==> src/rtl/param_frame_sync.sv <==
`default_nettype none
// ============================================================================
// Module      : param_frame_sync
// Description : Parametrised frame synchroniser. It correlates the demod bit
//               stream against a syncword that repeats up to MAX_REPS times
//               with programmable signs. A SEARCH/VERIFY/LOCKED machine uses
//               programmable lock and unlock counts, steps a phase-rotation
//               request while searching, and reports the sync-field bit
//               errors seen at each check.
// Ports       : clk, reset (sync, active high), clkEn (bit enable)
//               dataBitIn, syncWord, syncReps, repSigns, frameBits,
//               syncThreshold, lockCount, unlockCount       -> inputs
//               rotation, frameSyncState, frameSync, frameStart,
//               codewordEn, correlation, syncErrors, configError -> outputs
// Revision    : 1.0 - initial release
// ============================================================================
module param_frame_sync #(
   parameter int SYNC_BITS = 64,
   parameter int MAX_REPS  = 4,
   parameter int LEN_BITS  = 16,
   parameter int CNT_BITS  = 4
) (
   input  logic                 clk,
   input  logic                 reset,
   input  logic                 clkEn,
   input  logic                 dataBitIn,
   input  logic [SYNC_BITS-1:0] syncWord,
   input  logic [2:0]           syncReps,
   input  logic [MAX_REPS-1:0]  repSigns,
   input  logic [LEN_BITS-1:0]  frameBits,
   input  logic signed [10:0]   syncThreshold,
   input  logic [CNT_BITS-1:0]  lockCount,
   input  logic [CNT_BITS-1:0]  unlockCount,
   output logic [1:0]           rotation,
   output logic [1:0]           frameSyncState,
   output logic                 frameSync,
   output logic                 frameStart,
   output logic                 codewordEn,
   output logic signed [17:0]   correlation,
   output logic [7:0]           syncErrors,
   output logic                 configError
);

   localparam int c_SR_BITS = SYNC_BITS * MAX_REPS;
   localparam int c_SHIFT   = 17 - $clog2(c_SR_BITS);

   localparam logic [1:0] c_SEARCH = 2'b00;
   localparam logic [1:0] c_VERIFY = 2'b01;
   localparam logic [1:0] c_LOCKED = 2'b11;

   // Registered state
   logic [c_SR_BITS-1:0] r_sr;
   logic [1:0]           r_state;
   logic [1:0]           r_rot;
   logic [LEN_BITS-1:0]  r_pos;
   logic [LEN_BITS-1:0]  r_searchCnt;
   logic [CNT_BITS-1:0]  r_hitCnt;
   logic [CNT_BITS-1:0]  r_missCnt;
   logic                 r_frameStart;
   logic                 r_cwEn;
   logic                 r_cfgErr;
   logic signed [17:0]   r_corr;
   logic [7:0]           r_syncErr;

   // Latched frame configuration
   logic [2:0]           r_reps;
   logic [MAX_REPS-1:0]  r_signs;
   logic [LEN_BITS-1:0]  r_frameBits;
   logic [CNT_BITS-1:0]  r_lockCnt;
   logic [CNT_BITS-1:0]  r_unlockCnt;

   // Combinational datapath
   logic [10:0]          w_mis [MAX_REPS];
   logic signed [10:0]   w_bitSum [MAX_REPS];
   logic signed [10:0]   w_longSum;
   logic signed [11:0]   w_ls12;
   logic signed [11:0]   w_thr12;
   logic signed [31:0]   w_corrWide;
   logic signed [17:0]   w_corrSat;
   logic [7:0]           w_syncErrSat;
   logic [31:0]          w_span;
   logic                 w_cfgErr;
   logic                 w_hit;
   logic                 w_invHit;
   logic [CNT_BITS:0]    w_hitNext;
   logic [CNT_BITS:0]    w_missNext;
   logic [CNT_BITS:0]    w_lockEff;
   logic [CNT_BITS:0]    w_unlockEff;
   logic                 w_toSearch;

   // Each repetition window is compared directly against the syncword; the
   // window k*SYNC_BITS bits back holds exactly what a bitSum delay line of
   // k*SYNC_BITS enables would hold.
   always_comb begin
      w_longSum = '0;
      for (int k = 0; k < MAX_REPS; k++) begin
         w_mis[k] = '0;
         for (int i = 0; i < SYNC_BITS; i++) begin
            w_mis[k] = w_mis[k] + 11'(r_sr[k*SYNC_BITS+i] ^ syncWord[i]);
         end
         // matches - mismatches = SYNC_BITS - 2*mismatches
         w_bitSum[k] = 11'(SYNC_BITS) - (w_mis[k] << 1);
         if (k < int'(r_reps)) begin
            w_longSum = r_signs[k] ? (w_longSum - w_bitSum[k])
                                   : (w_longSum + w_bitSum[k]);
         end
      end
   end

   assign w_span   = 32'(r_reps) * 32'(SYNC_BITS);
   assign w_cfgErr = (r_reps == 3'd0) || (32'(r_reps) > 32'(MAX_REPS)) ||
                     (32'(r_frameBits) <= w_span);

   // One extra bit so that negating the most negative threshold is exact
   assign w_ls12   = {w_longSum[10], w_longSum};
   assign w_thr12  = {syncThreshold[10], syncThreshold};
   assign w_hit    = !w_cfgErr && (w_ls12 > w_thr12);
   assign w_invHit = !w_cfgErr && !w_hit && (w_ls12 < -w_thr12);

   // Left-justify; a full-scale peak on a power-of-two window lands exactly
   // one LSB above the 18-bit positive limit, so clip instead of wrapping.
   always_comb begin
      w_corrWide = {{21{w_longSum[10]}}, w_longSum};
      w_corrWide = w_corrWide <<< c_SHIFT;
      if (w_corrWide > 32'sd131071) begin
         w_corrSat = 18'sh1FFFF;
      end else if (w_corrWide < -32'sd131072) begin
         w_corrSat = 18'sh20000;
      end else begin
         w_corrSat = w_corrWide[17:0];
      end
   end

   assign w_syncErrSat = (w_mis[0] > 11'd255) ? 8'hFF : w_mis[0][7:0];

   // A programmed count of zero behaves as one
   assign w_lockEff   = (r_lockCnt == '0)   ? (CNT_BITS+1)'(1) : {1'b0, r_lockCnt};
   assign w_unlockEff = (r_unlockCnt == '0) ? (CNT_BITS+1)'(1) : {1'b0, r_unlockCnt};
   assign w_hitNext   = {1'b0, r_hitCnt} + 1'b1;
   assign w_missNext  = {1'b0, r_missCnt} + 1'b1;

   // Leaving VERIFY on a failed check, or LOCKED on the last allowed miss
   assign w_toSearch = (r_pos == '0) && !w_hit &&
                       ((r_state == c_VERIFY) ||
                        ((r_state == c_LOCKED) && (w_missNext >= w_unlockEff)));

   always_ff @(posedge clk) begin
      if (reset || (clkEn && w_toSearch)) begin
         r_reps      <= syncReps;
         r_signs     <= repSigns;
         r_frameBits <= frameBits;
         r_lockCnt   <= lockCount;
         r_unlockCnt <= unlockCount;
      end
   end

   always_ff @(posedge clk) begin
      r_frameStart <= 1'b0;
      if (reset) begin
         r_sr        <= '0;
         r_state     <= c_SEARCH;
         r_rot       <= '0;
         r_pos       <= '0;
         r_searchCnt <= '0;
         r_hitCnt    <= '0;
         r_missCnt   <= '0;
         r_cwEn      <= 1'b0;
         r_cfgErr    <= 1'b0;
         r_corr      <= '0;
         r_syncErr   <= '0;
      end else if (clkEn) begin
         r_sr     <= {r_sr[c_SR_BITS-2:0], dataBitIn};
         r_corr   <= w_corrSat;
         r_cfgErr <= w_cfgErr;
         case (r_state)
            c_SEARCH: begin
               if (w_hit || w_invHit) begin
                  r_state     <= c_VERIFY;
                  r_hitCnt    <= CNT_BITS'(1);
                  r_pos       <= r_frameBits - 1'b1;
                  r_searchCnt <= '0;
                  r_syncErr   <= w_syncErrSat;
                  if (w_invHit) begin
                     r_rot[1] <= ~r_rot[1];
                  end
               end else if (!w_cfgErr) begin
                  // A full frame period without any hit: try the next phase
                  if (r_searchCnt == r_frameBits - 1'b1) begin
                     r_rot       <= r_rot + 2'd1;
                     r_searchCnt <= '0;
                  end else begin
                     r_searchCnt <= r_searchCnt + 1'b1;
                  end
               end
            end
            c_VERIFY: begin
               if (r_pos != '0) begin
                  r_pos <= r_pos - 1'b1;
               end else begin
                  r_pos     <= r_frameBits - 1'b1;
                  r_syncErr <= w_syncErrSat;
                  if (w_hit) begin
                     r_hitCnt <= w_hitNext[CNT_BITS-1:0];
                     if (w_hitNext >= w_lockEff) begin
                        r_state   <= c_LOCKED;
                        r_missCnt <= '0;
                     end
                  end else begin
                     r_state     <= c_SEARCH;
                     r_rot       <= r_rot + 2'd1;
                     r_searchCnt <= '0;
                     r_hitCnt    <= '0;
                  end
               end
            end
            c_LOCKED: begin
               if (r_pos != '0) begin
                  r_pos <= r_pos - 1'b1;
               end else begin
                  r_pos     <= r_frameBits - 1'b1;
                  r_syncErr <= w_syncErrSat;
                  if (w_hit) begin
                     r_missCnt    <= '0;
                     r_frameStart <= 1'b1;
                     r_cwEn       <= 1'b1;
                  end else begin
                     r_missCnt <= w_missNext[CNT_BITS-1:0];
                     r_cwEn    <= 1'b0;
                     if (w_toSearch) begin
                        r_state     <= c_SEARCH;
                        r_searchCnt <= '0;
                        r_missCnt   <= '0;
                        r_hitCnt    <= '0;
                     end
                  end
               end
            end
            default: begin
               r_state <= c_SEARCH;
            end
         endcase
      end
   end

   assign rotation       = r_rot;
   assign frameSyncState = r_state;
   assign frameSync      = (r_state == c_LOCKED);
   assign frameStart     = r_frameStart;
   assign codewordEn     = r_cwEn;
   assign correlation    = r_corr;
   assign syncErrors     = r_syncErr;
   assign configError    = r_cfgErr;

endmodule
`default_nettype wire

==> config.mk <==
export PLATFORM = sky130hd
export DESIGN_NAME = param_frame_sync
export DESIGN_NICKNAME = d
export VERILOG_FILES = /design/src/rtl/param_frame_sync.sv
export SDC_FILE = /design/constraint.sdc
export NUM_CORES = 1
export LEC_CHECK = 0
export CORE_ASPECT_RATIO = 0.8
export CORE_MARGIN = 1
export CORE_UTILIZATION = 62
export CTS_CLUSTER_SIZE = 8
export DETAILED_ROUTE_END_ITERATION = 7
export PLACE_DENSITY = 0.88
export SLEW_MARGIN = 10
export SYNTH_ARGS = -nofsm -noshare
export SYNTH_HDL_FRONTEND = slang
export SYNTH_SLANG_ARGS = --single-unit
export TNS_END_PERCENT = 5
==> constraint.sdc <==
create_clock -name clk -period 18.7 [get_ports clk]
set_input_delay 2.805 -clock clk [delete_from_list [all_inputs] [get_ports clk]]
set_output_delay 2.805 -clock clk [all_outputs]
set_load 0.05 [all_outputs]
==> impl_metrics.env <==
export IMPL_status="completed"
export IMPL_yosys_cell_types_count=83
export IMPL_synth_ff_latch_count=350
export IMPL_crit_path_max_incr_delay_ps=600
export IMPL_quantity_of_i_o_buffers_inserted_on_ports=142
export IMPL_antenna_found_initial=2
export IMPL_die_height_um=184
export IMPL_synth_avg_cell_area_um2=9.69
export IMPL_synth_yosys_warnings=0
export IMPL_die_w_um=230
export IMPL_worstPathRequired_ps=18950
export IMPL_critical_path_top_cell_by_count="fa_1"
export IMPL_async_reset_ff_frac=0
export IMPL_fmaxAchievable_mhz=57.4
export IMPL_via_density_per_instance=5.97
export IMPL_via_count_of_the_routed_design=19800
export IMPL_setup_tns_final_ps=0
export IMPL_die_outline_area_mm2=0.0424
export IMPL_cts_post_setup_buffers_inserted=0
export IMPL_core_area_mm2=0.0408
export IMPL_final_setup_viol_count=0
export IMPL_crit_type="input pin to register"
export IMPL_worst_slew_pin_slew_ps=1210
export IMPL_filler_cell_count=2909
export IMPL_floorplan_row_count=66
export IMPL_unrepaired_setup_endpoints_after_global_routing="false"
export IMPL_numCtsBuffers=50
export IMPL_root_buffer="clkbuf_16"
export IMPL_clkLatencyLatePin_ps=580
export IMPL_critical_path_startpoint="syncWord[19]"
export IMPL_drc=0
export IMPL_min_clock_period_post_route_ps=17430
export IMPL_tritoncts_clock_tree="built"
export IMPL_post_synth_instance_area_mm2=0.0258
export IMPL_grt_pass1_vias=19800
export IMPL_dpl_instance_area_mm2=0.0275
export IMPL_drtIter0Drc=1998
export IMPL_grt_overflow_total=0
export IMPL_synth_largest_area_cell="dfxtp_1"
export IMPL_clk_transition_reported_paths_ps=50
export IMPL_holdCritPathClass="register to register"
export IMPL_slew_limit_headroom=0.192
export IMPL_critPathMaxFanout=17
export IMPL_cts_resized=0
export IMPL_synthCells=2661
export IMPL_synth_yosys_seq_area_share=0.284
export IMPL_synth_net_count=3120
export IMPL_synth_edff_count=31
export IMPL_clock_skew_ps=21.1
export IMPL_design_area_final_mm2=0.0289
export IMPL_synth_ff_type="dfxtp_1"
export IMPL_cts_hold_buf=0
export IMPL_layout_nets=3211
export IMPL_cts_sinks=350
export IMPL_layout_drive_gt1_share=0.0387
export IMPL_finalMaxSlewViolations=0
export IMPL_dp_hpwl_um=54700
export IMPL_layout_area_overhead_vs_synth_pct=12.1
export IMPL_detail_route_antenna_nets=0
export IMPL_layout_worst_path_cycle_share=0.932
export IMPL_cts_path_max_buffers=3
export IMPL_critPathLaunchType="input pin"
export IMPL_worstSetupEndpointType="register"
export IMPL_critPathSlowestCell="fa_1"
export IMPL_num_io_pins=144
export IMPL_post_route_util=0.709
export IMPL_wirelength_um=70100
export IMPL_post_route_worst_setup_slack_ps=1270
export IMPL_post_synth_main_area_contributors="dfxtp_1, fa_1, mux2i_1"
export IMPL_crit_reg2reg_launch="r_sr[19]$_SDFFE_PP0P_"
export IMPL_start_util=0.632
export IMPL_synth_top_area_share=0.248
export IMPL_grt_first_pass_wirelength_um=110000
export IMPL_pin_count_of_the_biggest_net_entering_global_routing=108
export IMPL_hold_start="r_missCnt[1]$_SDFFE_PP0P_"
export IMPL_timing_hold_worst_path_depth=2
export IMPL_gp_routability_congestion=1.00
export IMPL_ff2ff_path_depth=47
export IMPL_first_pass_iters=6
export IMPL_htree_levels=2
export IMPL_post_drt_wl_per_cell_um=21.2
export IMPL_critPathArrivalTime_ps=17680
export IMPL_hold_violations=0
export IMPL_gr_usage_all_layers=0.332
export IMPL_dp_slack_ps=891
export IMPL_cap_viol_max_count=0
[flip-flops by register name (all words and copies together), names as in the netlist, 2 cells and up]
| signal | cells |
|---|---|
| frameSyncState | 2 |
| r_sr | 256 |
| syncErrors | 7 |
| r_frameBits | 16 |
| r_searchCnt | 16 |
| r_reps | 3 |
| r_unlockCnt | 4 |
| r_missCnt | 4 |
| correlation | 9 |
| r_signs | 4 |
| rotation | 2 |
| r_hitCnt | 4 |
| r_pos | 16 |
| r_lockCnt | 4 |
[worst max-delay path, delay by kind of cell]
kind	cells	cell delay [ps]
compound gates	12	3460
xor+xnor	5	1010
fa+ha+maj	15	6680
buf+inv	4	1060
mux	1	130
simple gates	11	2510
[synthesized netlist by cell type, drive strengths merged, types with 21 or more instances]
cell	number
o21ai	87
buf	37
clkbuf	75
nand2	79
inv	216
xor2	183
xnor2	182
nor2	367
dfxtp	319
mux2i	270
nand2b	21
edfxtp	31
nor3	42
nor2b	21
a21oi	71
nand3	34
fa	220
ha	129
[per-layer routing]
metal  GRT usage  up-vias  wire length (um)
met4      0.0660        0              1170
li1            -     9051                 -
met1       0.479     9793             31300
met5           0        -                 0
met2       0.515      832             31400
met3      0.0702      101              6260
[placed cells by master (no fill, tap or decap), types with 7 or more instances in the layout]
cell type        netlist  final
nand4_1               16     16
clkdlybuf4s50_1        0    140
nor2b_1               21     21
inv_1                216    216
o21a_1                12     12
a31o_2                 7      7
or3_1                 15     15
or2_2                 10     10
nand2b_1              21     21
a31oi_1               12     12
nand2_1               79     79
clkbuf_1              75     11
edfxtp_1              31     31
a21o_1                17     17
buf_4                 11      9
a211oi_1              14     14
a21oi_1               71     71
clkbuf_16              0     52
o31ai_1               17     17
o21bai_1               7      7
nor3b_1                8      8
nor2_1               367    366
nor3_1                41     41
dfxtp_1              319    319
fa_1                 220    220
nor4_1                12     12
o21ai_0               84     83
mux2i_1              270    270
ha_1                 129    129
xor2_1               181    181
o211ai_1               7      7
xnor2_1              182    182
nand3_1               33     33
and2_1                16     16
and3_1                 9      9
[area by class of cell]
cell class	count	area (um^2)	area share
tap	544	681	0.0235
multi-input combinational	1983	17200	0.595
antenna	1	2.50	0.0000866
clock inverter	3	33.8	0.00117
timing repair buffer	151	1500	0.0518
clock buffer	64	1360	0.0469
sequential	350	7320	0.253
inverter	216	811	0.0280
[through the flow]
step                      std cells  hold WS, ps
after floorplan                2661          443
after global placement         3244          451
after detailed placement       3244          463
after CTS                      3311          483
after global routing           3312          499
final                          3312          480
[final timing paths]
check / to / slack, ps
setup / recovery: r_lockCnt[2]$_DFFE_PP_ / 1270
hold / removal: r_missCnt[1]$_SDFFE_PP0P_ / 480
setup reg to reg: r_lockCnt[2]$_DFFE_PP_ / 3740
hold reg to reg: r_missCnt[1]$_SDFFE_PP0P_ / 480
[logic make-up after synthesis]
logic type | count (synthesis) | share of synthesized area
flip-flops | 350 | 0.284
XOR/XNOR | 365 | 0.125
AND/OR/NAND/NOR | 676 | 0.121
other | 1 | 0.000145
AO/OA/AOI/OAI | 315 | 0.0803
buffers and inverters | 328 | 0.0495
adder cells (fa/ha/maj) | 349 | 0.233
multiplexers | 277 | 0.108
Power is left out: the tool's default activity adds up to more than one toggle a clock period on the data nets, which glitch-free logic cannot reach.
==> edit: new RTL, config.mk and constraints unchanged <==
`CNT_BITS`: 4 -> 5.
--- a/src/rtl/param_frame_sync.sv
+++ b/src/rtl/param_frame_sync.sv
@@ -18,7 +18,7 @@
    parameter int SYNC_BITS = 64,
    parameter int MAX_REPS  = 4,
    parameter int LEN_BITS  = 16,
-   parameter int CNT_BITS  = 4
+   parameter int CNT_BITS  = 5
 ) (
    input  logic                 clk,
    input  logic                 reset,
Ports: changed (resized lockCount and unlockCount); port bits go from 144 to 146. No check against the original RTL was run, so the function may have changed too.
==> edit against the original RTL <==
- area after synthesis rose by 0.20%
- wire length shrank 1.0%
- non-clock buffer count down 1
- sequential cell count grew 4
- setup slack gained 0.64 ns
- register-to-register slack improved by 0.63 ns
- via count down 1.4%
- design area rose by 0.20%
- die area grew 0.20%
- maximum frequency up 3.8%
- critical endpoint is now r_searchCnt[9]$_SDFFE_PP0P_
- largest cell class unchanged
Power is not shown: default switching activity piles up to over one toggle a cycle in this logic, so the estimate is an artifact.
==> edit: results (changes against the original RTL) <==
[placed_design]
port-buffer-count=144  ; was 142
preCtsSetupSlack_ns=1.43  ; was 0.891 ns
place_inst=3217  ; was 3244
place_hpwl_um=53700  ; was 54700 um
globalplace.congestion=0.996  ; was 1.00
postPlaceCellArea_mm2=0.0276  ; was 0.0275 mm^2

[sta]
final.hold.worst_slack_ns=0.466  ; was 0.480 ns

[critical_path]
critical_path_slowest_stage_cell=sky130_fd_sc_hd__o21ai_1  ; was sky130_fd_sc_hd__fa_1
rr_startpoint=r_sr[11]$_SDFFE_PP0P_  ; was r_sr[19]$_SDFFE_PP0P_
critical_path_arrival_ns=17.23  ; was 17.68 ns
critical-path-max-stage-delay_ns=0.92  ; was 0.60 ns

[final_layout]
final_net_count=3188  ; was 3211
n_fill_cell=2879  ; was 2909
post_route_cells_drive_above_1_share=0.0438  ; was 0.0387

[detailed_routing]
vias_per_cell=5.94  ; was 5.97
drtIter0Drc=1713  ; was 1998
avg_wl_per_cell_um=21.1  ; was 21.2 um

[outcome]
status=completed  ; unchanged

[synthesis]
synth.lib_cells_used.distinct=92  ; was 83
synth.avg_cell_area_um2=9.85  ; was 9.69 um^2
synth_enable_flop_cells=33  ; was 31
netlist_top_cells_area=sky130_fd_sc_hd__dfxtp_1 (25%), sky130_fd_sc_hd__fa_1 (17%), sky130_fd_sc_hd__mux2i_1 (11%)  ; was sky130_fd_sc_hd__dfxtp_1 (25%), sky130_fd_sc_hd__fa_1 (17%), sky130_fd_sc_hd__mux2i_1 (10%)
synthesis.nets=3088  ; was 3120

[global_routing]
first_global_vias=19200  ; was 19800
antenna_found_initial=3  ; was 2
pin_count_of_the_biggest_net_entering_global_routing=106  ; was 108

[edit: changes by cell type after synthesis, sizes merged, moves of 8 or more]
cell	delta
and2	-8
o31ai	-9
nor3	+9
clkbuf	-14
nand2	+9
xnor2	-28
o21ai	-25
nand4	-10
a21o	+10
a21oi	+14
xor2	+39
[edit: kinds of logic (layout without fill, tap and decap cells)]
| kind of cell | after synthesis | after routing | synth area share |
|---|---|---|---|
| flip-flops | 354 | 354 | 0.287 |
| multiplexers | 282 | 282 | 0.110 |
| XOR/XNOR | 378 | 378 | 0.131 |
| AND/OR/NAND/NOR | 661 | 661 | 0.116 |
| adder cells (fa/ha/maj) | 351 | 351 | 0.234 |
| AO/OA/AOI/OAI | 284 | 284 | 0.0754 |
| other | 1 | 4 | 0.000145 |
| buffers and inverters | 314 | 427 | 0.0475 |
[edit: worst register-to-register path: cells and delay by family (launching register included)]
family / cells / cell delay [ns]
mux: 1 / 0.32
xor+xnor: 6 / 1.40
buf+inv: 4 / 0.26
compound gates: 10 / 2.80
fa+ha+maj: 14 / 6.22
simple gates: 15 / 2.80
flops: 1 / 0.36
[edit: how the worst max path moves through the flow]
stage / cells after the start / from / endpoint / slack, ns
after floorplan: 50 / syncWord[29] / r_frameBits[0]$_DFFE_PP_ / 1.80
after global placement: 52 / syncWord[29] / r_searchCnt[12]$_SDFFE_PP0P_ / 1.87
after detailed placement: 52 / syncWord[29] / r_searchCnt[9]$_SDFFE_PP0P_ / 1.43
after CTS: 51 / syncWord[11] / r_searchCnt[9]$_SDFFE_PP0P_ / 2.02
after global routing: 51 / syncWord[11] / r_searchCnt[3]$_SDFFE_PP0P_ / 1.16
final: 52 / syncWord[29] / r_searchCnt[9]$_SDFFE_PP0P_ / 1.91
[edit: routing by layer]
layer / global-route usage / part of all wire / up-vias
met4: 0.0866 / 0.021 / 0
met2: 0.513 / 0.46 / 765
li1: - / - / 8890
met1: 0.458 / 0.43 / 9743
met3: 0.0722 / 0.088 / 111
met5: 0 / 0 / -
[edit: final cells by class]
cell class / count / area (um^2) / area share
Antenna cell: 3 / 7.51 / 0.000259
Clock buffer: 62 / 1330 / 0.0458
Clock inverter: 3 / 33.8 / 0.00117
Inverter: 212 / 796 / 0.0275
Multi-Input combinational cell: 1957 / 17200 / 0.594
Sequential cell: 354 / 7420 / 0.256
Tap cell: 544 / 681 / 0.0235
Timing Repair Buffer: 150 / 1500 / 0.0516
